===== src/rtl/pc_load_ctrl.sv =====
`default_nettype none
// ============================================================================
// Module      : pc_load_ctrl
// Description : Program-counter load / step / run controller. Debounces the
//               load and step pushbuttons, synchronises the run switch, and
//               sequences single-cycle PC update enables in IDLE, RUN, LOAD
//               and (optionally) HALT states.
//               Optional feature macro: PC_LOAD_CTRL_HALT_ON_EXC_EN
//               (defined: an exception on an issuing advance halts the core).
// Revision    : 1.0 - initial release
// ============================================================================
module pc_load_ctrl #(
    parameter int DEBOUNCE_CYCLES = 16,
    parameter int RUN_DIV         = 4
) (
    input  logic       SYS_clk,
    input  logic       SYS_rst,
    input  logic       SYS_load,
    input  logic       SYS_step,
    input  logic       SYS_run,
    input  logic [7:0] SYS_pc_val,
    input  logic       EH_flag,
    input  logic [7:0] PC_next_core,
    output logic [7:0] PC_next,
    output logic       PC_en,
    output logic [1:0] CTRL_state,
    output logic       halted
);

    // Debounce counter only needs to reach DEBOUNCE_CYCLES-1.
    localparam int                c_DB_W     = (DEBOUNCE_CYCLES > 1) ? $clog2(DEBOUNCE_CYCLES) : 1;
    localparam logic [c_DB_W-1:0] c_DB_LAST  = c_DB_W'(DEBOUNCE_CYCLES - 1);
    localparam logic [7:0]        c_DIV_LAST = 8'(RUN_DIV - 1);

    typedef enum logic [1:0] {
        S_IDLE = 2'b00,
        S_RUN  = 2'b01,
        S_LOAD = 2'b10,
        S_HALT = 2'b11
    } state_t;

    state_t     r_state;
    logic       r_pc_en;
    logic       r_halted;
    logic [7:0] r_div;
    logic       r_run_s1;
    logic       r_run_s2;

    // Bit 0 = load button, bit 1 = step button.
    logic [1:0] w_btn_raw;
    logic [1:0] w_btn_p;
    logic       w_load_p;
    logic       w_step_p;
    logic       w_exc;

    assign w_btn_raw = {SYS_step, SYS_load};
    assign w_load_p  = w_btn_p[0];
    assign w_step_p  = w_btn_p[1];

`ifdef PC_LOAD_CTRL_HALT_ON_EXC_EN
    assign w_exc = EH_flag;
`else
    // Exceptions never stop the core in this build.
    logic w_unused_eh;
    assign w_unused_eh = EH_flag;
    assign w_exc       = 1'b0;
`endif

    genvar gi;
    generate
        for (gi = 0; gi < 2; gi++) begin : g_btn
            logic              r_s1;
            logic              r_s2;
            logic              r_db;
            logic              r_db_d;
            logic [c_DB_W-1:0] r_cnt;

            // Synchronise, debounce and delay the button level for edge detection.
            always_ff @(posedge SYS_clk or negedge SYS_rst) begin
                if (!SYS_rst) begin
                    r_s1   <= 1'b0;
                    r_s2   <= 1'b0;
                    r_db   <= 1'b0;
                    r_db_d <= 1'b0;
                    r_cnt  <= '0;
                end else begin
                    r_s1   <= w_btn_raw[gi];
                    r_s2   <= r_s1;
                    r_db_d <= r_db;
                    if (r_s2 != r_db) begin
                        if (r_cnt == c_DB_LAST) begin
                            r_db  <= r_s2;
                            r_cnt <= '0;
                        end else begin
                            r_cnt <= r_cnt + 1'b1;
                        end
                    end else begin
                        r_cnt <= '0;
                    end
                end
            end

            // Press (rising debounced level) only; release makes no pulse.
            assign w_btn_p[gi] = r_db & ~r_db_d;
        end
    endgenerate

    // Two-flop synchroniser for the run/step mode switch.
    always_ff @(posedge SYS_clk or negedge SYS_rst) begin
        if (!SYS_rst) begin
            r_run_s1 <= 1'b0;
            r_run_s2 <= 1'b0;
        end else begin
            r_run_s1 <= SYS_run;
            r_run_s2 <= r_run_s1;
        end
    end

    // Control FSM: load has top priority from every state and suppresses
    // any core advance in the same cycle.
    always_ff @(posedge SYS_clk or negedge SYS_rst) begin
        if (!SYS_rst) begin
            r_state  <= S_IDLE;
            r_pc_en  <= 1'b0;
            r_halted <= 1'b0;
            r_div    <= 8'd0;
        end else begin
            r_pc_en <= 1'b0;
            if (w_load_p) begin
                r_state  <= S_LOAD;
                r_pc_en  <= 1'b1;
                r_halted <= 1'b0;
                r_div    <= 8'd0;
            end else begin
                case (r_state)
                    S_IDLE: begin
                        r_div <= 8'd0;
                        if (w_step_p && w_exc) begin
                            r_state  <= S_HALT;
                            r_halted <= 1'b1;
                        end else begin
                            if (w_step_p) begin
                                r_pc_en <= 1'b1;
                            end
                            if (r_run_s2) begin
                                r_state <= S_RUN;
                            end
                        end
                    end
                    S_RUN: begin
                        if (!r_run_s2) begin
                            r_state <= S_IDLE;
                            r_div   <= 8'd0;
                        end else if (r_div == c_DIV_LAST) begin
                            r_div <= 8'd0;
                            if (w_exc) begin
                                r_state  <= S_HALT;
                                r_halted <= 1'b1;
                            end else begin
                                r_pc_en <= 1'b1;
                            end
                        end else begin
                            r_div <= r_div + 1'b1;
                        end
                    end
                    S_LOAD: begin
                        r_div   <= 8'd0;
                        r_state <= r_run_s2 ? S_RUN : S_IDLE;
                    end
                    S_HALT: begin
                        // Only a load releases the halt (handled above).
                        r_halted <= 1'b1;
                    end
                    default: begin
                        r_state <= S_IDLE;
                    end
                endcase
            end
        end
    end

    assign PC_next    = (r_state == S_LOAD) ? SYS_pc_val : PC_next_core;
    assign PC_en      = r_pc_en;
    assign CTRL_state = r_state;
    assign halted     = r_halted;

endmodule
`default_nettype wire


===== config.mk =====
export PLATFORM = sky130hd
export DESIGN_NAME = pc_load_ctrl
export DESIGN_NICKNAME = d
export VERILOG_FILES = /design/src/rtl/pc_load_ctrl.sv
export SDC_FILE = /design/constraint.sdc
export NUM_CORES = 1
export LEC_CHECK = 0
export BUFFER_PORTS_ARGS = -buffer_cell sky130_fd_sc_hd__buf_2
export CORE_ASPECT_RATIO = 1.25
export CORE_MARGIN = 1.5
export CORE_UTILIZATION = 51
export DETAILED_ROUTE_END_ITERATION = 12
export PLACE_DENSITY_LB_ADDON = 0.3
export SLEW_MARGIN = 10
export SYNTH_ARGS = -nofsm -noshare
export SYNTH_HDL_FRONTEND = slang
export SYNTH_SLANG_ARGS = --single-unit

===== constraint.sdc =====
create_clock -name SYS_clk -period 2.1 [get_ports SYS_clk]
set_clock_uncertainty 0.15 [all_clocks]
set_input_delay 0.42 -clock SYS_clk [delete_from_list [all_inputs] [get_ports SYS_clk]]
set_output_delay 0.42 -clock SYS_clk [all_outputs]
set_load 0.02 [all_outputs]

==> impl_metrics.ini <==
[cts]
cts_tree = done
clock-sinks = 30
htree_levels = 2
clk_path_buf_depth = 2
cts_buffers = 5
clk_pin_slew_ns = 0.09
clk_latency_ns = 0.32
clockRootBuffer = clkbuf_4

[place]
dp_hpwl_um = 1738
io_buffers = 32
gp_congestion = 0.7968
pre_cts_slack_ns = 0.3023

[worst_setup_path]
crit_chain = nor2b_1 -> buf_4 -> mux2_2 -> buf_2
r2r_end = r_div[4]
crit_required_ns = 1.53
critPathMaxStageDelay_ns = 0.41
crit_buf_inv = 2
crit_type = flop to primary output
path_depth = 4
worst_ep_arrival_time_ns = 1.51
crit_fanout = 8
worstSetupStartpoint = CTRL_state[0]
startpoint_type = flop
endpoint = PC_next[2]
reg2reg_slack_ns = 0.33
crit_family = flip-flops
slowest_stage = dfrtp_2
reg2reg_depth = 4
rr_startpoint = r_div[3]
cp-end-kind = primary output

[global_routing]
grt_overflow = 0
antenna_found_initial = 0
grt_pass1_vias = 975
track_usage_pct = 18.12
grt_pass1_wl_um = 4050
grt_start_max_net_pins = 31

[detailed_routing]
ant_nets = 0
dr_total_vias = 971
vias_per_cell = 5.111
avgRoutedWirePerCell_um = 12.35
drt_iter0_markers = 6
drc_errors = 0
postRouteWirelength_um = 2346
dr.pass1.iters = 4

[synth]
ys_ff_latch = 30
syn_nets = 143
synth_cell_type_count = 27
synthesis.area_sq_um = 1371
synth-seq-area-share_pct = 54.74
syn-mean-instance-area_sq_um = 11.72
postSynthCellCount = 117
yosysWarnings = 0

[timing]
final-setup-viol-count = 0
maxSlewViolCount = 0
hold_ws_ns = 0.04843
worst_pin_slew_ns = 0.6246
finalWorstSetupSlack_ns = 0.02194
rsz0062_at_grt = true
fmax_ghz = 0.4812
hold_viol = 0
max_slew_margin_pct = 58.36
fin_crit_sh_pct = 98.96
finalCriticalPeriod_ns = 2.078

[floorplanning]
placementRows = 20
start_util_pct = 54.80
fp.dieArea_sq_um = 3011
pin_count = 34
die_y_um = 60.98
fp.dieW_um = 49.38
core_area_sq_um = 2502

[final_layout]
area_growth_pct = 19.43
final_common_cell = buf_2
post-route-util_pct = 65.45
num_antenna_cells = 0
nets = 182
drive_above_1_share_pct = 36.31
mostFrequentLayoutCells = buf_2, dfrtp_1, xnor2_1, nor2_1, mux2_2

[hold_path]
hp-class = input port to flop

[pwr]
vdd_drop_max_mv = 0.4073
p_per_area_nw_per_um2 = 648.4
power_leakage_nw = 0.7652

[status]
outcome = completed

[run]
cap_viol_max_count = 0
==> cells by family after synthesis <==
family          count (synthesis)  synth area share [%]
compound gates                 20                 10.22
xor+xnor                       10                 6.387
fa+ha+maj                       4                 3.650
buf+inv                         7                 3.193
flops                          30                 54.74
mux                            10                 8.212
simple gates                   36                 13.60
==> through the flow <==
| step | area [sq um] | power (mW) | instances | setup TNS (ns) |
|---|---|---|---|---|
| after global routing | 1638 | 1.114 | 190 | -0.2111 |
| after CTS | 1638 | 1.080 | 190 | 0 |
| after global placement | 1555 | 0.7101 | 180 | 0 |
| after floorplan | 1371 | 0.6687 | 117 | 0 |
| after detailed placement | 1555 | 0.7154 | 180 | 0 |
| final | 1638 | 1.062 | 190 | 0 |
==> sequential cells by signal, summed over array words and instances, names as in the netlist <==
signal	count
CTRL_state	2
g_btn.r_s2	2
PC_en	1
r_run_s1	1
r_run_s2	1
g_btn.r_s1	2
g_btn.r_db_d	2
r_div	8
halted	1
g_btn.r_db	2
g_btn.r_cnt	8
==> layer usage <==
| metal | wire (um) | up-vias | track usage [%] |
|---|---|---|---|
| li1 | - | 482 | - |
| met1 | 1004 | 471 | 20.23 |
| met2 | 1226 | 15 | 33.20 |
| met3 | 82 | 3 | 5.172 |
| met4 | 34 | 0 | 7.143 |
| met5 | 0 | - | 0 |
==> how the worst min path moves through the flow <==
stage | from | endpoint | slack, ns | cells after the start
2_1_floorplan | SYS_rst | CTRL_state[0] | -0.03 | 0
3_3_place_gp | g_btn[1].r_s1 | g_btn[1].r_s2 | 0.18 | 0
3_5_place_dp | g_btn[1].r_s1 | g_btn[1].r_s2 | 0.19 | 0
4_1_cts | SYS_step | g_btn[1].r_s1 | 0.03 | 1
5_1_grt | SYS_step | g_btn[1].r_s1 | 0.02 | 1
6_report | SYS_step | g_btn[1].r_s1 | 0.05 | 1
==> what timing repair did <==
item / in CTS / in global routing
gates cloned: 0 / 0
hold endpoints to repair: 30 / 0
setup endpoints to repair: 8 / 8
gates resized for setup: 1 / 0
pin swaps: 0 / 0
hold buffers: 1 / 0
buffers inserted: 1 / 0
==> synth_stat cells <==
library cell   n  area share [%]
or3_1          1            0.46
nor2_2         1            0.46
buf_2          2            0.73
nand3_1        4             1.5
a31oi_1        2            0.91
a21oi_1        8             2.9
nand2_1        8             2.2
nor3b_1        3             1.6
nor2b_1        3             1.4
nor4_1         1            0.46
a21boi_0       2             1.1
dfrtp_1       30              55
nor2_1        10             2.7
inv_1          3            0.82
nand2b_1       1            0.46
o21bai_1       1            0.55
nand4b_1       2             1.3
mux2_2        10             8.2
and3_1         1            0.46
a211oi_1       2             1.1
a2111oi_4      1             2.0
buf_6          2             1.6
o21ai_0        3             1.1
xnor2_1       10             6.4
and2_4         1            0.64
o21a_1         1            0.55
ha_1           4             3.6
==> cell type report <==
class | instances | area (sq um)
flip-flops and latches | 30 | 752.0
multi-input cells | 80 | 576.8
repair buffers | 36 | 192.7
clock buffers | 6 | 51.30
well taps | 33 | 41.29
clock inverters | 2 | 12.51
fillers | 205 | 864.6
inverters | 3 | 11.26
==> power breakdown <==
part	switching, mW	internal (mW)	total (mW)
Sequential	0.0151	0.596	0.611
Combinational	0.0502	0.0438	0.0940
Clock	0.196	0.161	0.357
No activity file was read; power rests on OpenSTA's default activity.
